--- src/rtl/countdown_timer.sv ---
// countdown_timer: four-digit BCD countdown timer, display format SS.hh (00.01 .. 99.99 s).
//
// The operator enters a preset digit by digit and starts the count. While running, the count
// can be paused and resumed, or aborted from pause. alarm_o is raised when the count reaches
// 00.00. Any button press while expired reloads the preset and returns to idle.
//
// Parameters:
//   TICK_DIV   clk100_i cycles per 1/100 s tick (>= 2)
// Ports:
//   clk100_i   system clock, 100 MHz
//   rstn_i     asynchronous active-low reset
//   start_i    start/pause pulse (one cycle, highest priority)
//   set_i      edit-mode / next-digit pulse (one cycle)
//   change_i   increment-selected-digit pulse (one cycle, lowest priority)
//   hex3_o..hex0_o  7-segment digits {g,f,e,d,c,b,a}, active-low: tens-of-s, s, tenths, hundredths
//   running_o  registered: state is RUN
//   alarm_o    registered: state is EXPIRED
// Build option:
//   COUNTDOWN_BLINK_EN  when defined, the selected digit blinks at 2 Hz in edit mode.
module countdown_timer #(
  parameter int unsigned TICK_DIV = 1000000
) (
  input  logic       clk100_i,
  input  logic       rstn_i,
  input  logic       start_i,
  input  logic       set_i,
  input  logic       change_i,
  output logic [6:0] hex3_o,
  output logic [6:0] hex2_o,
  output logic [6:0] hex1_o,
  output logic [6:0] hex0_o,
  output logic       running_o,
  output logic       alarm_o
);

  localparam int unsigned PreW = $clog2(TICK_DIV);
  localparam logic [PreW-1:0] PreMax = PreW'(TICK_DIV - 1);

  typedef enum logic [2:0] {StIdle, StEdit, StRun, StPause, StExpired} state_e;

  state_e              state_q;
  logic [3:0][3:0]     d_q;      // current value, [3] = tens of seconds
  logic [3:0][3:0]     p_q;      // preset
  logic [3:0][3:0]     d_dec;
  logic [1:0]          sel_q;
  logic [PreW-1:0]     presc_q;
  logic                running_q;
  logic                alarm_q;
  logic                tick;
  logic [3:0]          blank;

  function automatic logic [3:0] bcd_inc(input logic [3:0] v);
    return (v == 4'd9) ? 4'd0 : v + 4'd1;
  endfunction

  // Subtract one hundredth; a zero digit borrows from the next one up and becomes 9.
  function automatic logic [3:0][3:0] bcd_dec(input logic [3:0][3:0] v);
    logic [3:0][3:0] r;
    logic            borrow;
    r      = v;
    borrow = 1'b1;
    for (int i = 0; i < 4; i++) begin
      if (borrow) begin
        if (v[i] == 4'd0) begin
          r[i]   = 4'd9;
          borrow = 1'b1;
        end else begin
          r[i]   = v[i] - 4'd1;
          borrow = 1'b0;
        end
      end
    end
    return r;
  endfunction

  function automatic logic [6:0] seg7(input logic [3:0] dg, input logic blk);
    logic [6:0] s;
    case (dg)
      4'd0:    s = 7'b1000000;
      4'd1:    s = 7'b1111001;
      4'd2:    s = 7'b0100100;
      4'd3:    s = 7'b0110000;
      4'd4:    s = 7'b0011001;
      4'd5:    s = 7'b0010010;
      4'd6:    s = 7'b0000010;
      4'd7:    s = 7'b1111000;
      4'd8:    s = 7'b0000000;
      4'd9:    s = 7'b0010000;
      default: s = 7'b1111111;
    endcase
    return blk ? 7'b1111111 : s;
  endfunction

  assign tick = (presc_q == PreMax);

  always_comb begin
    d_dec = bcd_dec(d_q);
  end

  always_ff @(posedge clk100_i or negedge rstn_i) begin
    if (!rstn_i) begin
      state_q   <= StIdle;
      d_q       <= '0;
      p_q       <= '0;
      sel_q     <= 2'd0;
      presc_q   <= '0;
      running_q <= 1'b0;
      alarm_q   <= 1'b0;
    end else begin
      // Prescaler counts in every state except PAUSE; outside RUN it only feeds the blink.
      if (state_q != StPause) begin
        presc_q <= tick ? '0 : presc_q + 1'b1;
      end

      // Only the highest-priority pulse present is considered; the others are dropped.
      unique case (state_q)
        StIdle: begin
          if (start_i) begin
            if (d_q != '0) begin
              state_q   <= StRun;
              running_q <= 1'b1;
              presc_q   <= '0;
            end
          end else if (set_i) begin
            state_q <= StEdit;
            sel_q   <= 2'd3;
          end
        end
        StEdit: begin
          if (!start_i) begin
            if (set_i) begin
              if (sel_q != 2'd0) begin
                sel_q <= sel_q - 2'd1;
              end else begin
                state_q <= StIdle;
              end
            end else if (change_i) begin
              d_q[sel_q] <= bcd_inc(d_q[sel_q]);
              p_q[sel_q] <= bcd_inc(p_q[sel_q]);
            end
          end
        end
        StRun: begin
          if (start_i) begin
            // A coincident tick is discarded.
            state_q   <= StPause;
            running_q <= 1'b0;
          end else if (tick) begin
            d_q <= d_dec;
            if (d_dec == '0) begin
              state_q   <= StExpired;
              running_q <= 1'b0;
              alarm_q   <= 1'b1;
            end
          end
        end
        StPause: begin
          if (start_i) begin
            state_q   <= StRun;
            running_q <= 1'b1;
          end else if (set_i) begin
            state_q <= StIdle;
            d_q     <= p_q;
          end
        end
        StExpired: begin
          if (start_i || set_i || change_i) begin
            state_q <= StIdle;
            alarm_q <= 1'b0;
            d_q     <= p_q;
          end
        end
        default: begin
          state_q   <= StIdle;
          running_q <= 1'b0;
          alarm_q   <= 1'b0;
        end
      endcase
    end
  end

`ifdef COUNTDOWN_BLINK_EN
  logic [4:0] blink_cnt_q;
  logic       blink_q;

  // Phase toggles every 25 prescaler wraps, i.e. every 25 * TICK_DIV cycles.
  always_ff @(posedge clk100_i or negedge rstn_i) begin
    if (!rstn_i) begin
      blink_cnt_q <= 5'd0;
      blink_q     <= 1'b0;
    end else if (tick && state_q != StPause) begin
      if (blink_cnt_q == 5'd24) begin
        blink_cnt_q <= 5'd0;
        blink_q     <= ~blink_q;
      end else begin
        blink_cnt_q <= blink_cnt_q + 5'd1;
      end
    end
  end

  assign blank = (state_q == StEdit && blink_q) ? (4'b0001 << sel_q) : 4'b0000;
`else
  assign blank = 4'b0000;
`endif

  assign hex3_o    = seg7(d_q[3], blank[3]);
  assign hex2_o    = seg7(d_q[2], blank[2]);
  assign hex1_o    = seg7(d_q[1], blank[1]);
  assign hex0_o    = seg7(d_q[0], blank[0]);
  assign running_o = running_q;
  assign alarm_o   = alarm_q;

endmodule

--- config.mk ---
export PLATFORM = sky130hd
export DESIGN_NAME = countdown_timer
export DESIGN_NICKNAME = d
export VERILOG_FILES = /design/src/rtl/countdown_timer.sv
export SDC_FILE = /design/constraint.sdc
export NUM_CORES = 1
export LEC_CHECK = 0
export ABC_CLOCK_PERIOD_IN_PS = 4030
export CAP_MARGIN = 20
export CORE_MARGIN = 2
export CORE_UTILIZATION = 50
export CTS_CLUSTER_DIAMETER = 50
export DETAILED_ROUTE_END_ITERATION = 8
export GPL_ROUTABILITY_DRIVEN = 0
export MAX_ROUTING_LAYER = met4
export PLACE_DENSITY = 0.78
export RECOVER_POWER = 50
export SLEW_MARGIN = 30
export SYNTH_ARGS = -nofsm -noshare
export SYNTH_HDL_FRONTEND = slang
export SYNTH_SLANG_ARGS = --single-unit
--- constraint.sdc ---
create_clock -name clk100_i -period 4.03 [get_ports clk100_i]
set_clock_uncertainty 0.05 [all_clocks]
set_input_delay 0.403 -clock clk100_i [delete_from_list [all_inputs] [get_ports clk100_i]]
set_output_delay 0.403 -clock clk100_i [all_outputs]
set_load 0.01 [all_outputs]
==> results.md <==
- Status: complete, but fails checks
- Failing checks: capacitance limit, slew limit
- Max-cap violations: 2
- Die H: 101 um
- Max-slew violation count: 62
- Yosys top cell area share: 0.311
- Avg Cell Area, Syn: 8.64 um2
- Worst EP arrival: between 2 and 3 ns
- FFs w/ async S/R, synth: 1.00
- Post-synth EDFFs: 0
- Worst Hold Class: primary input to async pin
- RSZ-0062 raised after global routing: false
- Total die area: roughly 0.01 mm2
- Synth warn: 0
- Syn nets: 581
- Max_slew headroom: -0.121
- Category of the most critical setup path: primary input to async pin
- CP startpoint kind: primary input
- Max VDD drop: 260 uV
- R2R Path Start: d_q[4]
- Most common cell in the netlist: nor2_1
- Setup TNS: 0 ns
- Overall routing resource usage: 0.246
- Synthesis-to-finish area growth: 11.3%
- Antenna Cells: 0
- IO buf count: 34
- Commonest cells post-synth: 69 x nor2_1, 59 x dfrtp_1, 55 x nand2_1, 45 x a21oi_1
- Vias in the first global route: roughly 4,000
- WP data required: 4.11 ns
- CTS root buf: clkbuf_8
- Fillers: 812
- I/O Pins: 35
- DRC: 0
- Multi-input gate area: around 0.0030 mm2
- Initial DRC Count: just over 300
- Wire per inst: about 17 um
- Antenna Nets Post-Route: 0
- Synthesized flop and latch total: 59
- Buf+Inv Stages, Crit Path: 2
- DP HPWL: 8.60 mm
- F_max: 355 MHz
- Final Hold Fails: 0
- Row count: 35
- Post-Synthesis Cells: 549
- Later-pin clock latency in the skew report: 0.34 ns
- Critical Path Slowest Stage Cell: clkbuf_1
- DR pass1 iterations: 5
- H-tree depth: 3
- Largest area contributor in the netlist: dfrtp_1
- Initial antenna violation count: 0
- Via Count: around 4,300
- Core region area: 0.00924 mm2
- FF-to-FF End: d_q[14]
- Chip Width: 101 um
- Fraction of layout cells with a size suffix above 1: 0.105
- Crit path depth: 2
- Top FF cell, synth: dfrtp_1
- Area contributors post-synth: dfrtp_1 31%, ha_1 7.1%, nor2_1 5.5%
- Most frequent CP cell: clkbuf_1
- GR Overflow Total: 0
- Final setup vio count: 0
- Path depth of the worst reg2reg path: 7
- CTS tree: yes
- Slew @ Worst Pin: between 1.5 and 2 ns
- Worst-path maximum fanout: 31
- Clock Path Buffers: 2
- Pwr/cell area: 770 mW/mm2
- Post-cts hold buffer count: 0
- Sink Count: 59
- First-pass GRT wire length: 19.5 mm
- Reg-to-reg slack, setup: ~1.3 ns
- CTS buffer count: 9
- Final nets: 602
- Worst path max stage delay: between 1 and 1.5 ns
- Cell family with most CP delay: buffers and inverters
- Routed vias/inst: 6.09
- Crit path cell chain: clkbuf_1, clkbuf_1
- Leak: between 2 and 2.5 nW
- Final Cycle Share: 0.699
- Setup bufs post-CTS: 0
- Hold WS: 0.431 ns
- Final min period: 2.82 ns
- Largest net degree at the start of global routing: 32
- Fin util: 0.571
- Register area share after synthesis: 0.311
- Initial Util: 0.513
- Post-CTS resize count: 0
- Register area: 0.00148 mm2
- Routed WL: 11.8 mm
- Distinct cells, synth: 70
- Worst Setup End Kind: async pin
- Reg clk slew, reported paths: 0.06 ns
- Mapped cell area: approximately 0.0047 mm2
==> how the worst max path moves through the flow <==
stage,to,slack [ns],start
after floorplan,d_q[13],1.66,d_q[4]
after global placement,d_q[9],1.38,start_i
after detailed placement,d_q[14],1.34,d_q[4]
after CTS,d_q[14],1.33,d_q[4]
after global routing,p_q[2],0.67,rstn_i
final,p_q[2],1.21,rstn_i
==> area by class of cell <==
class | instances | area share
clock inverters | 3 | 0.00284
repair buffers | 37 | 0.0661
multi-input cells | 437 | 0.575
flip-flops and latches | 59 | 0.280
inverters | 26 | 0.0185
clock buffers | 12 | 0.0275
well taps | 129 | 0.0306
==> per-stage QoR <==
step	std cells	cell area (um2)	setup slack [ns]	power, W
finish	703	5280	1.21	0.00407
global route	703	5280	0.665	0.00439
CTS	703	5290	1.33	0.00405
detailed placement	688	5130	1.34	0.00358
global placement	688	5120	1.38	0.00352
floorplan	549	4740	1.66	0.00269
==> kinds of logic after synthesis <==
group                    count (synthesis)  share of synthesized area
AND/OR/NAND/NOR                        233                      0.259
buffers and inverters                   53                     0.0496
flip-flops                              59                      0.311
multiplexers                            30                     0.0879
XOR/XNOR                                20                     0.0369
AO/OA/AOI/OAI                          126                      0.182
adder cells (fa/ha/maj)                 28                     0.0734
==> power breakdown <==
part           leakage, nW  switching, W  internal [W]
Sequential           0.761      0.000356      0.000739
Combinational         1.36       0.00132       0.00118
Clock               0.0860      0.000234      0.000234
Total                 2.21       0.00191       0.00216
==> layout by cell type, fill, tap and decap left out, types with 4 or more instances in the layout <==
cell type,instances
nor3b_1,5
nand3_1,16
dfrtp_1,59
nor3_2,4
nand2_1,55
nor3_1,11
o21ai_0,28
or2_2,4
and3_1,5
a21oi_1,45
mux2i_1,9
clkbuf_1,5
nor4_1,9
xnor2_1,18
nor2b_1,6
nand4_1,8
clkdlybuf4s50_1,30
ha_1,27
mux4_2,8
nor2_1,69
clkbuf_8,10
inv_1,26
nand2b_1,15
mux2_2,13
o32a_1,14
a31oi_1,4
==> flip-flops by register name, summed over array words and instances, names as in the netlist <==
signal	flops
presc_q	20
d_q	16
p_q	16
state_q	3
sel_q	2
alarm_o	1
running_o	1
==> metal layers <==
layer  GRT usage  share of wire
met1       0.315           0.44
met2       0.391           0.47
met3      0.0304          0.055
met4       0.113          0.034
met5           -              0
Note: power is estimated with default switching activity, not from simulation.
